===== src/rtl/sp_pkg.sv =====
// Shared definitions for the serial-processing core: size defaults,
// operation codes and the controller state type.
package sp_pkg;

  localparam int DATA_W = 16;
  localparam int NUM    = 6;
  localparam int NUM_OP = 3;

  localparam logic [2:0] OP_PASS = 3'd0;
  localparam logic [2:0] OP_REV  = 3'd1;
  localparam logic [2:0] OP_PSUM = 3'd2;
  localparam logic [2:0] OP_SORT = 3'd3;
  localparam logic [2:0] OP_ROTL = 3'd4;
  localparam logic [2:0] OP_ADIF = 3'd5;

  typedef enum logic [2:0] {
    IDLE,
    GET_OP,
    GET_DATA,
    CALC,
    OUT
  } state_t;

endpackage


===== src/rtl/sp_stage_alu.sv =====
// One processing stage: applies a single op code to the whole word array.
// Every result element is computed from the unmodified input array.
module sp_stage_alu #(
  parameter int DATA_W = sp_pkg::DATA_W,
  parameter int NUM    = sp_pkg::NUM
) (
  input  logic [2:0]                  op,
  input  logic [NUM-1:0][DATA_W-1:0]  arr_in,
  output logic [NUM-1:0][DATA_W-1:0]  arr_out
);

  import sp_pkg::*;

  logic [NUM-1:0][DATA_W-1:0] srt;
  logic [DATA_W-1:0]          tmp;
  logic [DATA_W-1:0]          acc;

  // Select and compute the transformed array for the requested op.
  always_comb begin
    arr_out = arr_in;
    srt     = arr_in;
    tmp     = '0;
    acc     = '0;
    case (op)
      OP_PASS: arr_out = arr_in;
      OP_REV: begin
        for (int unsigned i = 0; i < NUM; i++)
          arr_out[i] = arr_in[NUM-1-i];
      end
      OP_PSUM: begin
        // Prefix adder, wraps modulo 2^DATA_W.
        for (int unsigned i = 0; i < NUM; i++) begin
          acc        = acc + arr_in[i];
          arr_out[i] = acc;
        end
      end
      OP_SORT: begin
        // Odd-even transposition network; swaps only on strict greater-than.
        for (int unsigned r = 0; r < NUM; r++) begin
          for (int unsigned i = r % 2; i + 1 < NUM; i += 2) begin
            if (srt[i] > srt[i+1]) begin
              tmp      = srt[i];
              srt[i]   = srt[i+1];
              srt[i+1] = tmp;
            end
          end
        end
        arr_out = srt;
      end
      OP_ROTL: begin
        for (int unsigned i = 0; i < NUM; i++)
          arr_out[i] = arr_in[(i+1) % NUM];
      end
      OP_ADIF: begin
        for (int unsigned i = 0; i < NUM; i++)
          arr_out[i] = (arr_in[i] >= arr_in[0]) ? (arr_in[i] - arr_in[0])
                                                : (arr_in[0] - arr_in[i]);
      end
      default: arr_out = arr_in;
    endcase
  end

endmodule


===== src/rtl/sp_core.sv =====
// Serial-processing core: collects NUM_OP op codes and NUM data words in one
// in_valid burst, runs one ALU stage per op, then streams the array out.
module sp_core #(
  parameter int DATA_W = sp_pkg::DATA_W,
  parameter int NUM    = sp_pkg::NUM,
  parameter int NUM_OP = sp_pkg::NUM_OP
) (
  input  logic              clk,
  input  logic              rstn,
  input  logic              in_valid,
  input  logic [2:0]        in_mode,
  input  logic [DATA_W-1:0] in_data,
  output logic              out_valid,
  output logic [DATA_W-1:0] out_data
);

  import sp_pkg::*;

  localparam int CNT_W = $clog2(NUM + 1);

  state_t                     state;
  logic [CNT_W-1:0]           cnt;
  logic [NUM_OP-1:0][2:0]     op_q;
  logic [NUM-1:0][DATA_W-1:0] arr;
  logic [NUM-1:0][DATA_W-1:0] stage_out;

  // Op codes and data words are shifted in from the top, so after a full
  // burst entry 0 holds the first arrival; CALC and OUT shift back down,
  // which keeps the current op / current output word at index 0.
  sp_stage_alu #(
    .DATA_W (DATA_W),
    .NUM    (NUM)
  ) u_alu (
    .op      (op_q[0]),
    .arr_in  (arr),
    .arr_out (stage_out)
  );

  // Controller, operand capture, stage sequencing and output shifter.
  always_ff @(posedge clk or negedge rstn) begin
    if (!rstn) begin
      state     <= IDLE;
      cnt       <= '0;
      op_q      <= '0;
      arr       <= '0;
      out_valid <= 1'b0;
      out_data  <= '0;
    end else begin
      out_valid <= 1'b0;
      out_data  <= '0;
      case (state)
        IDLE: begin
          if (in_valid) begin
            op_q  <= {in_mode, op_q[NUM_OP-1:1]};
            cnt   <= CNT_W'(1);
            state <= GET_OP;
          end
        end
        GET_OP: begin
          if (!in_valid) begin
            cnt   <= '0;
            state <= IDLE;
          end else begin
            op_q <= {in_mode, op_q[NUM_OP-1:1]};
            if (cnt == CNT_W'(NUM_OP - 1)) begin
              cnt   <= '0;
              state <= GET_DATA;
            end else begin
              cnt <= cnt + 1'b1;
            end
          end
        end
        GET_DATA: begin
          if (!in_valid) begin
            cnt   <= '0;
            state <= IDLE;
          end else begin
            arr <= {in_data, arr[NUM-1:1]};
            if (cnt == CNT_W'(NUM - 1)) begin
              cnt   <= '0;
              state <= CALC;
            end else begin
              cnt <= cnt + 1'b1;
            end
          end
        end
        CALC: begin
          arr  <= stage_out;
          op_q <= {3'b000, op_q[NUM_OP-1:1]};
          if (cnt == CNT_W'(NUM_OP - 1)) begin
            cnt   <= '0;
            state <= OUT;
          end else begin
            cnt <= cnt + 1'b1;
          end
        end
        OUT: begin
          // NUM words, then one extra edge that drops out_valid.
          if (cnt == CNT_W'(NUM)) begin
            cnt   <= '0;
            state <= IDLE;
          end else begin
            out_valid <= 1'b1;
            out_data  <= arr[0];
            arr       <= {{DATA_W{1'b0}}, arr[NUM-1:1]};
            cnt       <= cnt + 1'b1;
          end
        end
        default: begin
          cnt   <= '0;
          state <= IDLE;
        end
      endcase
    end
  end

endmodule


===== config.mk =====
export PLATFORM = sky130hd
export DESIGN_NAME = sp_core
export DESIGN_NICKNAME = d
export VERILOG_FILES = /design/src/rtl/sp_pkg.sv /design/src/rtl/sp_stage_alu.sv /design/src/rtl/sp_core.sv
export SDC_FILE = /design/constraint.sdc
export NUM_CORES = 2
export LEC_CHECK = 0
export BUFFER_PORTS_ARGS = -buffer_cell sky130_fd_sc_hd__buf_4
export CORE_MARGIN = 2
export CORE_UTILIZATION = 35
export CTS_BUF_LIST = sky130_fd_sc_hd__clkbuf_4
export CTS_CLUSTER_DIAMETER = 100
export CTS_CLUSTER_SIZE = 16
export DETAILED_ROUTE_END_ITERATION = 6
export HOLD_SLACK_MARGIN = 0.1
export PLACE_DENSITY = 0.49
export REMOVE_ABC_BUFFERS = 1
export SLEW_MARGIN = 10
export SYNTH_ARGS = -nofsm -noshare
export SYNTH_HDL_FRONTEND = slang
export SYNTH_SLANG_ARGS = --single-unit

===== constraint.sdc =====
create_clock -name clk -period 16 [get_ports clk]
set_input_delay 0 -clock clk [delete_from_list [all_inputs] [get_ports clk]]
set_output_delay 0 -clock clk [all_outputs]
set_load 0.005 [all_outputs]

==> impl_metrics.json <==
{
  "status": "finished with violations",
  "violations": "DRC",
  "grt_antenna_before_repair": 7,
  "hpwl_um": 135000,
  "synthSimpleGateAreaFrac_pct": 16.0,
  "wirelength_um": 167000,
  "grt_pass1_wl_um": 235000,
  "crit_type": "reg -> reg",
  "start_util_pct": 35.2,
  "worst_pin_slew_ns": 1.38,
  "first_iter_violations": 4056,
  "clockRootBuffer": "clkbuf_4",
  "cp_slowest_cell": "dfrtp_1",
  "setup_viol": 0,
  "synth_compound_area_share_pct": 35.5,
  "synthAdderAreaFrac_pct": 20.1,
  "holdWs_ns": 0.193,
  "syn-cell-area_sq_um": 29300,
  "min_period_ns": 15.41,
  "synth_cell_types": 97,
  "synth_xor_area_share_pct": 3.85,
  "crit_top_cell": "buf_4",
  "drv_slew": 0,
  "synth_edf_count": 0,
  "r2r_start": "arr[91]$_DFFE_PN0P_",
  "vias": 35000,
  "start_kind": "register",
  "startpoint": "arr[91]$_DFFE_PN0P_",
  "synth_top_family_by_area": "compound AO/OA/AOI/OAI gates",
  "cts_buffers": 17,
  "yosysWarnings": 0,
  "die_width_um": 294,
  "worstHoldStart": "in_data[10]",
  "holdCritPathClass": "in -> reg",
  "nFillCells": 8766,
  "relSlewSlack_pct": 7.95,
  "grt_max_degree": 77,
  "fmax_mhz": 64.9,
  "synthMuxAreaShare_pct": 6.24,
  "port_buffers": 38,
  "ys_seq_area_share_pct": 10.9,
  "drc": 2,
  "dieArea_sq_um": 86200,
  "cp.required_ns": 16.68,
  "wire_per_inst_um": 30.3,
  "clock-sinks": 128,
  "die_h_um": 294,
  "clk_pin_slew_worst_paths_ns": 0.16,
  "grt_pass1_vias": 33100,
  "postRouteAntennaNets": 0,
  "avgViaCountPerCell": 6.36,
  "syn_area_per_cell_sq_um": 7.20,
  "cts_max_level": 4,
  "crit_arrival_ns": 16.09,
  "cap_viol_max_count": 0,
  "grt_util_all_layers_pct": 37.7,
  "syn_inst": 4075,
  "rows": 106,
  "final_common_cell": "a21oi_1",
  "final_nets": 4884,
  "async_reset_ff_share_pct": 100,
  "gp_congestion": 1.06,
  "clk_path_buf_depth": 2,
  "slowest_delay_ns": 0.42,
  "yosys_most_used_dff": "dfrtp_1",
  "final_cell_mix": "a21oi_1, buf_4, ha_1",
  "crit_path_end_kind": "register",
  "final-hold-violation-count": 0,
  "pin_count": 39,
  "dr.pass1.iters": 7,
  "synth.ff_latch_count": 128,
  "clk_latency_ns": 0.83,
  "min_period_over_period_pct": 96.3,
  "syn_to_final_growth_pct": 18.7,
  "path_max_fanout": 18,
  "grt-ovfl-total": 0,
  "skew_ns": 0.0350,
  "core_sq_um": 83300,
  "seq_area_sq_um": 3210,
  "drive_above_1_share_pct": 15.6,
  "multiInputGateArea_sq_um": 24300,
  "cts_tree": "yes"
}
## path summary, 6_finish.rpt
| path | endpoint | slack, ns | cells past startpoint |
|---|---|---|---|
| min | arr[90]$_DFFE_PN0P_ | 0.19 | 6 |
| max reg2reg | arr[34]$_DFFE_PN0P_ | 0.59 | 79 |
| min in group asynchronous | arr[1]$_DFFE_PN0P_ | 0.33 | 4 |
| max in group asynchronous | out_data[15]$_DFF_PN0_ | 14.86 | 4 |
| max | arr[34]$_DFFE_PN0P_ | 0.59 | 79 |
| min reg2reg | op_q[0]$_DFFE_PN0P_ | 0.49 | 2 |
## metal layers
metal	up-vias	track usage, %	part of all wire [%]
met4	4	19.1	5.8
li1	15700	-	-
met1	16800	50.6	42
met3	396	7.11	10
met2	2049	57.5	42
met5	-	0	0.017
## kinds of logic after synthesis
kind of cell             Yosys count
AO/OA/AOI/OAI                   1601
AND/OR/NAND/NOR                 1014
buffers and inverters            565
adder cells (fa/ha/maj)          463
multiplexers                     176
XOR/XNOR                         128
flip-flops                       128
## state kept, by name, summed over array words and instances (netlist names)
signal / flops
op_q: 9
cnt: 3
state: 3
arr: 96
out_valid: 1
out_data: 16
## Yosys cell counts, drive strengths merged, types with 31 or more instances
cell type / n / area share (%)
xnor2: 93 / 2.8
buf: 46 / 0.72
a31oi: 49 / 1.2
a211oi: 50 / 1.3
clkbuf: 198 / 2.5
a21oi: 543 / 9.3
nand3: 52 / 0.89
ha: 446 / 19
dfrtp: 128 / 11
nor2b: 41 / 0.87
o21ai: 297 / 5.1
and2: 58 / 1.2
nand2: 259 / 3.3
o21bai: 61 / 1.6
a21o: 139 / 3.6
xor2: 35 / 1.1
o211ai: 51 / 1.3
o221ai: 50 / 1.5
a311oi: 31 / 0.93
nor3: 59 / 1.0
o31ai: 35 / 0.94
mux2i: 127 / 4.4
nand2b: 40 / 0.85
nor2: 367 / 4.7
inv: 320 / 4.1
mux2: 49 / 1.9
nand4: 67 / 1.4
a221oi: 80 / 2.4
## critical path, delay by kind of cell (launching register included)
family	cells	cell delay (ns)
buf+inv	20	3.54
flops	1	0.42
fa+ha+maj	6	1.82
mux	3	0.91
compound gates	35	6.76
simple gates	15	1.74
## through the flow
stage / setup TNS, ns / worst slack, ns / cell area [sq um] / util [%] / instances
after global routing: -0.0500 / -0.0436 / 34800 / 41.8 / 5496
after CTS: 0 / 0.0516 / 34600 / 41.5 / 5489
after global placement: -0.450 / -0.132 / 33700 / 40.5 / 5409
final: 0 / 0.592 / 34800 / 41.8 / 5499
after floorplan: -460.55 / -6.51 / 28400 / - / 3831
after detailed placement: -0.217 / -0.0958 / 33700 / 40.5 / 5409
## timing repair
action | CTS | global route
endpoints found under the setup margin | 13 | 64
buffers inserted | 0 | 4
pin swaps | 0 | 5
endpoints found under the hold margin | 112 | 0
gates cloned | 0 | 1
resized for setup | 4 | 51
hold buffers | 48 | 0
## area by class of cell
| type | count | share of cell area, % |
|---|---|---|
| Multi-Input combinational cell | 3382 | 69.8 |
| Antenna cell | 5 | 0.0359 |
| Clock buffer | 17 | 0.366 |
| Timing Repair Buffer | 551 | 12.7 |
| Sequential cell | 128 | 9.20 |
| Clock inverter | 15 | 0.524 |
| Tap cell | 1080 | 3.88 |
| Inverter | 321 | 3.46 |
Power is left out: the tool's default activity adds up to more than one toggle a clock period on the data nets, which glitch-free logic cannot reach.
